[config.mk]
export PLATFORM = sky130hd
export DESIGN_NAME = sram_controller_pwr_fsm
export DESIGN_NICKNAME = d
export VERILOG_FILES = /design/src/rtl/sram_controller_pwr_fsm.sv
export SDC_FILE = /design/constraint.sdc
export NUM_CORES = 1
export LEC_CHECK = 0
export BUFFER_PORTS_ARGS = -buffer_cell sky130_fd_sc_hd__buf_4
export CAP_MARGIN = 20
export CORE_AREA = 4 4 47 49
export CTS_CLUSTER_SIZE = 24
export DETAILED_ROUTE_END_ITERATION = 10
export DIE_AREA = 0 0 51 53
export GPL_TIMING_DRIVEN = 1
export PLACE_DENSITY_LB_ADDON = 0.08
export SLEW_MARGIN = 40
export SYNTH_ARGS = -nofsm -noshare
export SYNTH_HDL_FRONTEND = slang
export SYNTH_SLANG_ARGS = --single-unit
[constraint.sdc]
create_clock -name clk_ctrl -period 2.65 [get_ports clk_ctrl]
set_clock_uncertainty 0.1 [all_clocks]
set_input_delay 0 -clock clk_ctrl [delete_from_list [all_inputs] [get_ports clk_ctrl]]
set_output_delay 0 -clock clk_ctrl [all_outputs]
set_load 0.01 [all_outputs]
[src/rtl/sram_controller_pwr_fsm.sv]
// rtl/sram_controller_pwr_fsm.sv - SRAM power-save sequencer: drain, isolate, sleep, wake, de-isolate.
// Optional drain timeout is enabled by defining SRAM_PWR_TIMEOUT_EN.
module sram_controller_pwr_fsm #(
    parameter int ISO_CYCLES    = 4,
    parameter int WAKE_CYCLES   = 8,
    parameter int DRAIN_TIMEOUT = 64
) (
    input  logic       clk_ctrl,
    input  logic       reset,
    input  logic       pwr_save_req_sync,
    input  logic       pwr_restore_req_sync,
    input  logic       ctrl_idle,
    output logic       access_block,
    output logic       sram_iso,
    output logic       sram_sleep,
    output logic       pwr_save_ack,
    output logic       pwr_restore_ack,
    output logic       pwr_err,
    output logic [2:0] pwr_state
);

`ifdef SRAM_PWR_TIMEOUT_EN
    localparam bit TIMEOUT_EN = 1'b1;
`else
    localparam bit TIMEOUT_EN = 1'b0;
`endif

    localparam logic [7:0] ISO_LAST   = 8'(ISO_CYCLES - 1);
    localparam logic [7:0] WAKE_LAST  = 8'(WAKE_CYCLES - 1);
    localparam logic [7:0] DRAIN_LAST = 8'(DRAIN_TIMEOUT - 1);

    typedef enum logic [2:0] {
        ST_ACTIVE = 3'd0,
        ST_DRAIN  = 3'd1,
        ST_ISO    = 3'd2,
        ST_SLEEP  = 3'd3,
        ST_WAKE   = 3'd4,
        ST_DEISO  = 3'd5
    } state_t;

    state_t     state_q, state_d;
    logic [7:0] cnt_q, cnt_d;
    logic       err_d;
    logic       access_block_q, sram_iso_q, sram_sleep_q;
    logic       save_ack_q, restore_ack_q, err_q;

    always_comb begin
        state_d = state_q;
        err_d   = 1'b0;
        unique case (state_q)
            ST_ACTIVE: if (pwr_save_req_sync && !pwr_restore_req_sync) state_d = ST_DRAIN;
            ST_DRAIN: begin
                // Dropping the save request wins over a simultaneous idle.
                if (!pwr_save_req_sync) begin
                    state_d = ST_ACTIVE;
                end else if (ctrl_idle) begin
                    state_d = ST_ISO;
                end else if (TIMEOUT_EN && cnt_q == DRAIN_LAST) begin
                    state_d = ST_ACTIVE;
                    err_d   = 1'b1;
                end
            end
            ST_ISO:    if (cnt_q == ISO_LAST) state_d = ST_SLEEP;
            ST_SLEEP:  if (pwr_restore_req_sync) state_d = ST_WAKE;
            ST_WAKE:   if (cnt_q == WAKE_LAST) state_d = ST_DEISO;
            ST_DEISO:  state_d = ST_ACTIVE;
            default:   state_d = ST_ACTIVE;
        endcase

        if (state_d != state_q) begin
            cnt_d = 8'd0;
        end else if (cnt_q == 8'hFF) begin
            cnt_d = cnt_q;
        end else begin
            cnt_d = cnt_q + 8'd1;
        end
    end

    // Outputs are registered from the next state so they line up with state_q.
    always_ff @(posedge clk_ctrl) begin
        if (reset) begin
            state_q        <= ST_ACTIVE;
            cnt_q          <= 8'd0;
            access_block_q <= 1'b0;
            sram_iso_q     <= 1'b0;
            sram_sleep_q   <= 1'b0;
            save_ack_q     <= 1'b0;
            restore_ack_q  <= 1'b0;
            err_q          <= 1'b0;
        end else begin
            state_q        <= state_d;
            cnt_q          <= cnt_d;
            access_block_q <= (state_d != ST_ACTIVE);
            sram_iso_q     <= (state_d == ST_ISO) || (state_d == ST_SLEEP) || (state_d == ST_WAKE);
            sram_sleep_q   <= (state_d == ST_SLEEP);
            save_ack_q     <= (state_d == ST_SLEEP);
            restore_ack_q  <= (state_q == ST_DEISO);
            err_q          <= err_d;
        end
    end

    assign access_block    = access_block_q;
    assign sram_iso        = sram_iso_q;
    assign sram_sleep      = sram_sleep_q;
    assign pwr_save_ack    = save_ack_q;
    assign pwr_restore_ack = restore_ack_q;
    assign pwr_err         = err_q;
    assign pwr_state       = state_q;

endmodule

==> impl_metrics.xml <==
<?xml version="1.0" encoding="UTF-8"?>
<metrics>
  <group name="run_status">
    <metric name="outcome" unit="">completed</metric>
  </group>
  <group name="final_layout">
    <metric name="synthToLayoutAreaGrowth" unit="%">16.1</metric>
    <metric name="finish.instance_area" unit="um2">911</metric>
    <metric name="layout.core_utilization" unit="%">48.9</metric>
    <metric name="layout-drive-gt1-share" unit="%">18.0</metric>
    <metric name="seqCellArea" unit="um2">300</metric>
    <metric name="finalNetCount" unit="">107</metric>
    <metric name="num-fill-cells" unit="">199</metric>
    <metric name="multi_input_gate_area" unit="um2">438</metric>
    <metric name="n_antenna_cell" unit="">0</metric>
  </group>
  <group name="die">
    <metric name="chip_width" unit="um">51</metric>
    <metric name="chip_height" unit="um">53</metric>
    <metric name="die_area" unit="um2">2700</metric>
    <metric name="rows" unit="">16</metric>
    <metric name="pin_count" unit="">14</metric>
    <metric name="start_util" unit="%">42.1</metric>
    <metric name="fp.coreArea" unit="um2">1860</metric>
  </group>
  <group name="timing">
    <metric name="tightestPinTransition" unit="ns">0.612</metric>
    <metric name="sum_of_negative_setup_slack" unit="ns">0</metric>
    <metric name="timing.final.crit_share" unit="%">73.0</metric>
    <metric name="final_hold_slack" unit="ns">0.0466</metric>
    <metric name="maxSlewHeadroom" unit="%">59.1</metric>
    <metric name="fmaxAchievable" unit="MHz">517</metric>
    <metric name="setup_viol_count_final" unit="">0</metric>
    <metric name="post-route-min-period" unit="ns">1.94</metric>
    <metric name="hold_viol" unit="">0</metric>
    <metric name="report.final.slew_viol_count" unit="">0</metric>
    <metric name="grt_setup_unrepaired" unit="">false</metric>
  </group>
  <group name="worst_hold_path">
    <metric name="path_category_of_the_worst_min_delay_check" unit="">in -&gt; reg</metric>
  </group>
  <group name="placement">
    <metric name="post_dp_area" unit="um2">873</metric>
    <metric name="gp_congestion" unit="">0.801</metric>
    <metric name="portBuffers" unit="">12</metric>
    <metric name="detailedPlacementHpwl" unit="um">1310</metric>
  </group>
  <group name="clock_tree">
    <metric name="cts_inserted_buffers" unit="">3</metric>
    <metric name="post_cts.repair.setup_buffers" unit="">0</metric>
    <metric name="clock_tree_root_buffer_cell" unit="">clkbuf_4</metric>
    <metric name="post_cts_resize_count" unit="">0</metric>
    <metric name="longest_clk_path_bufs" unit="">2</metric>
    <metric name="insertion_delay" unit="ns">0.29</metric>
    <metric name="cts.sinks" unit="">15</metric>
    <metric name="holdBufCountCts" unit="">1</metric>
    <metric name="htreeDepth" unit="">1</metric>
    <metric name="tritoncts_clock_tree" unit="">built</metric>
    <metric name="clk_pin_slew_worst_paths" unit="ns">0.10</metric>
  </group>
  <group name="critical_path">
    <metric name="cp_data_required_time" unit="ns">2.75</metric>
    <metric name="element_type_at_the_critical_path_end" unit="">flop</metric>
    <metric name="timing.setup.critical_path_class" unit="">reg -&gt; reg</metric>
    <metric name="worst_setup_path_start_kind" unit="">flop</metric>
    <metric name="crit_arrival" unit="ns">2.04</metric>
    <metric name="worst-path-max-fanout" unit="">12</metric>
  </group>
  <group name="power_and_ir_drop">
    <metric name="ir_drop" unit="uV">294</metric>
    <metric name="cellPowerDensity" unit="nW/um2">453</metric>
    <metric name="power.share.clock" unit="%">32.8</metric>
    <metric name="cell_internal_pwr" unit="uW">306</metric>
    <metric name="p_total" unit="uW">412</metric>
    <metric name="seq_power_share" unit="%">57.7</metric>
    <metric name="netSwitchingFraction" unit="%">25.8</metric>
    <metric name="power.static_leakage" unit="nW">0.345</metric>
    <metric name="comb_power_share" unit="%">9.5</metric>
    <metric name="switching_power" unit="uW">106</metric>
  </group>
  <group name="drt">
    <metric name="remaining_drc_errors" unit="">0</metric>
    <metric name="dr_pass1_iterations" unit="">4</metric>
    <metric name="detail_route.wl_per_cell" unit="um">13.5</metric>
    <metric name="route.vias.total" unit="">698</metric>
    <metric name="antenna_left" unit="">0</metric>
    <metric name="drt-vias-per-instance" unit="">5.50</metric>
    <metric name="routed_wl" unit="um">1720</metric>
    <metric name="drt_iter0_drc" unit="">17</metric>
  </group>
  <group name="synth">
    <metric name="synthesized_net_count" unit="">95</metric>
    <metric name="ys_ff_latch" unit="">15</metric>
    <metric name="synth-edff-count" unit="">0</metric>
    <metric name="avgSynthCellArea" unit="um2">8.81</metric>
    <metric name="syn-instance-count" unit="">89</metric>
    <metric name="synthesis.yosys.warnings" unit="">0</metric>
    <metric name="synth-seq-area-share" unit="%">38.3</metric>
    <metric name="synth_cell_types" unit="">39</metric>
    <metric name="postSynth.asyncResetShare" unit="%">0</metric>
    <metric name="dominantRegCellSynth" unit="">dfxtp_1</metric>
    <metric name="syn_area" unit="um2">785</metric>
  </group>
  <group name="global_route">
    <metric name="vias_in_the_first_global_route" unit="">633</metric>
    <metric name="grt_max_degree" unit="">14</metric>
    <metric name="grt.met3_usage" unit="%">1.97</metric>
    <metric name="global_routing_usage_on_met1" unit="%">15.8</metric>
    <metric name="grt_pass1_wl" unit="um">2770</metric>
    <metric name="global_route.usage.total" unit="%">13.8</metric>
    <metric name="global_route.overflow_total" unit="">0</metric>
    <metric name="initial_antenna_violation_count" unit="">0</metric>
    <metric name="busiest_layer" unit="">met2</metric>
    <metric name="grtUsageMet2" unit="%">23.0</metric>
  </group>
  <group name="run">
    <metric name="max-cap-violations" unit="">0</metric>
  </group>
</metrics>
-- path summary, 6_finish.rpt --
path / from / end / slack, ns / cells after the start
setup / recovery: pwr_state[1]$_SDFF_PP0_ / cnt_q[4]$_SDFFE_PP0P_ / 0.71 / 4
hold / removal: pwr_save_req_sync / pwr_state[0]$_SDFF_PP0_ / 0.05 / 4
hold reg to reg: cnt_q[1]$_SDFFE_PP0P_ / cnt_q[1]$_SDFFE_PP0P_ / 0.47 / 2
setup reg to reg: pwr_state[1]$_SDFF_PP0_ / cnt_q[4]$_SDFFE_PP0P_ / 0.71 / 4
-- cell usage after synthesis, drive strengths merged, types with 2 or more instances --
cell	instances	area share, %
a211oi	5	4.8
a21oi	5	3.2
a31oi	3	2.4
and2	2	1.6
and3	2	1.6
buf	6	4.5
dfxtp	15	38
inv	3	1.4
mux2i	2	2.6
nand2	3	1.4
nand3	2	1.3
nor2	6	2.9
nor3	3	1.9
nor3b	2	1.9
o2111ai	2	2.2
o21ai	2	1.3
o31ai	2	1.9
or3	3	2.4
xor2	3	3.3
-- final cells by class --
class	count	area share, %
Clock buffer	3	2.47
Clock inverter	1	0.549
Inverter	3	1.24
Multi-Input combinational cell	65	48.1
Sequential cell	15	33.0
Tap cell	27	3.71
Timing Repair Buffer	13	11.0
-- cells in the final DEF, fill, tap and decap left out, drive strengths merged, types with 5 or more instances in the layout --
| cell | count |
|---|---|
| dfxtp | 15 |
| nor2 | 6 |
| buf | 12 |
| a21oi | 5 |
| a211oi | 5 |
-- layer usage --
metal / up-vias / routed length, um
li1: 358 / -
met1: 325 / 805
met2: 10 / 813
met3: 5 / 51
met4: 0 / 46
met5: - / 0
-- through the flow --
step | cells | setup slack (ns)
detailed placement | 122 | 0.747
global placement | 122 | 0.780
floorplan | 89 | 0.932
CTS | 127 | 0.714
global route | 127 | 0.590
finish | 127 | 0.714
-- registers in the layout, summed over array words and instances (netlist names) --
name / flops
sram_iso: 1
pwr_restore_ack: 1
pwr_state: 3
pwr_save_ack: 1
cnt_q: 8
access_block: 1
-- cell families (layout without fill, tap and decap cells) --
logic type / count (synthesis) / in the layout / share of synthesized area [%]
AND/OR/NAND/NOR: 32 / 32 / 24.4
flip-flops: 15 / 15 / 38.3
AO/OA/AOI/OAI: 25 / 25 / 22.3
adder cells (fa/ha/maj): 1 / 1 / 1.59
buffers and inverters: 9 / 20 / 5.90
XOR/XNOR: 4 / 4 / 4.47
multiplexers: 2 / 2 / 2.55
other: 1 / 1 / 0.478
-- critical path, stage by stage (launching register included) --
cell	delay, ns
dfxtp_1	0.52
and3b_1	0.22
o211a_1	0.26
or3_1	0.48
a211oi_1	0.27
-- power groups by stage --
stage                     Combinational, mW  Sequential [mW]  Clock, mW
final                                0.0391            0.238      0.135
after global routing                 0.0443            0.239      0.147
after floorplan                      0.0257            0.241          0
after global placement               0.0382            0.243          0
after CTS                            0.0398            0.238      0.137
after detailed placement             0.0385            0.243          0
Note: power is estimated with default switching activity, not from simulation.
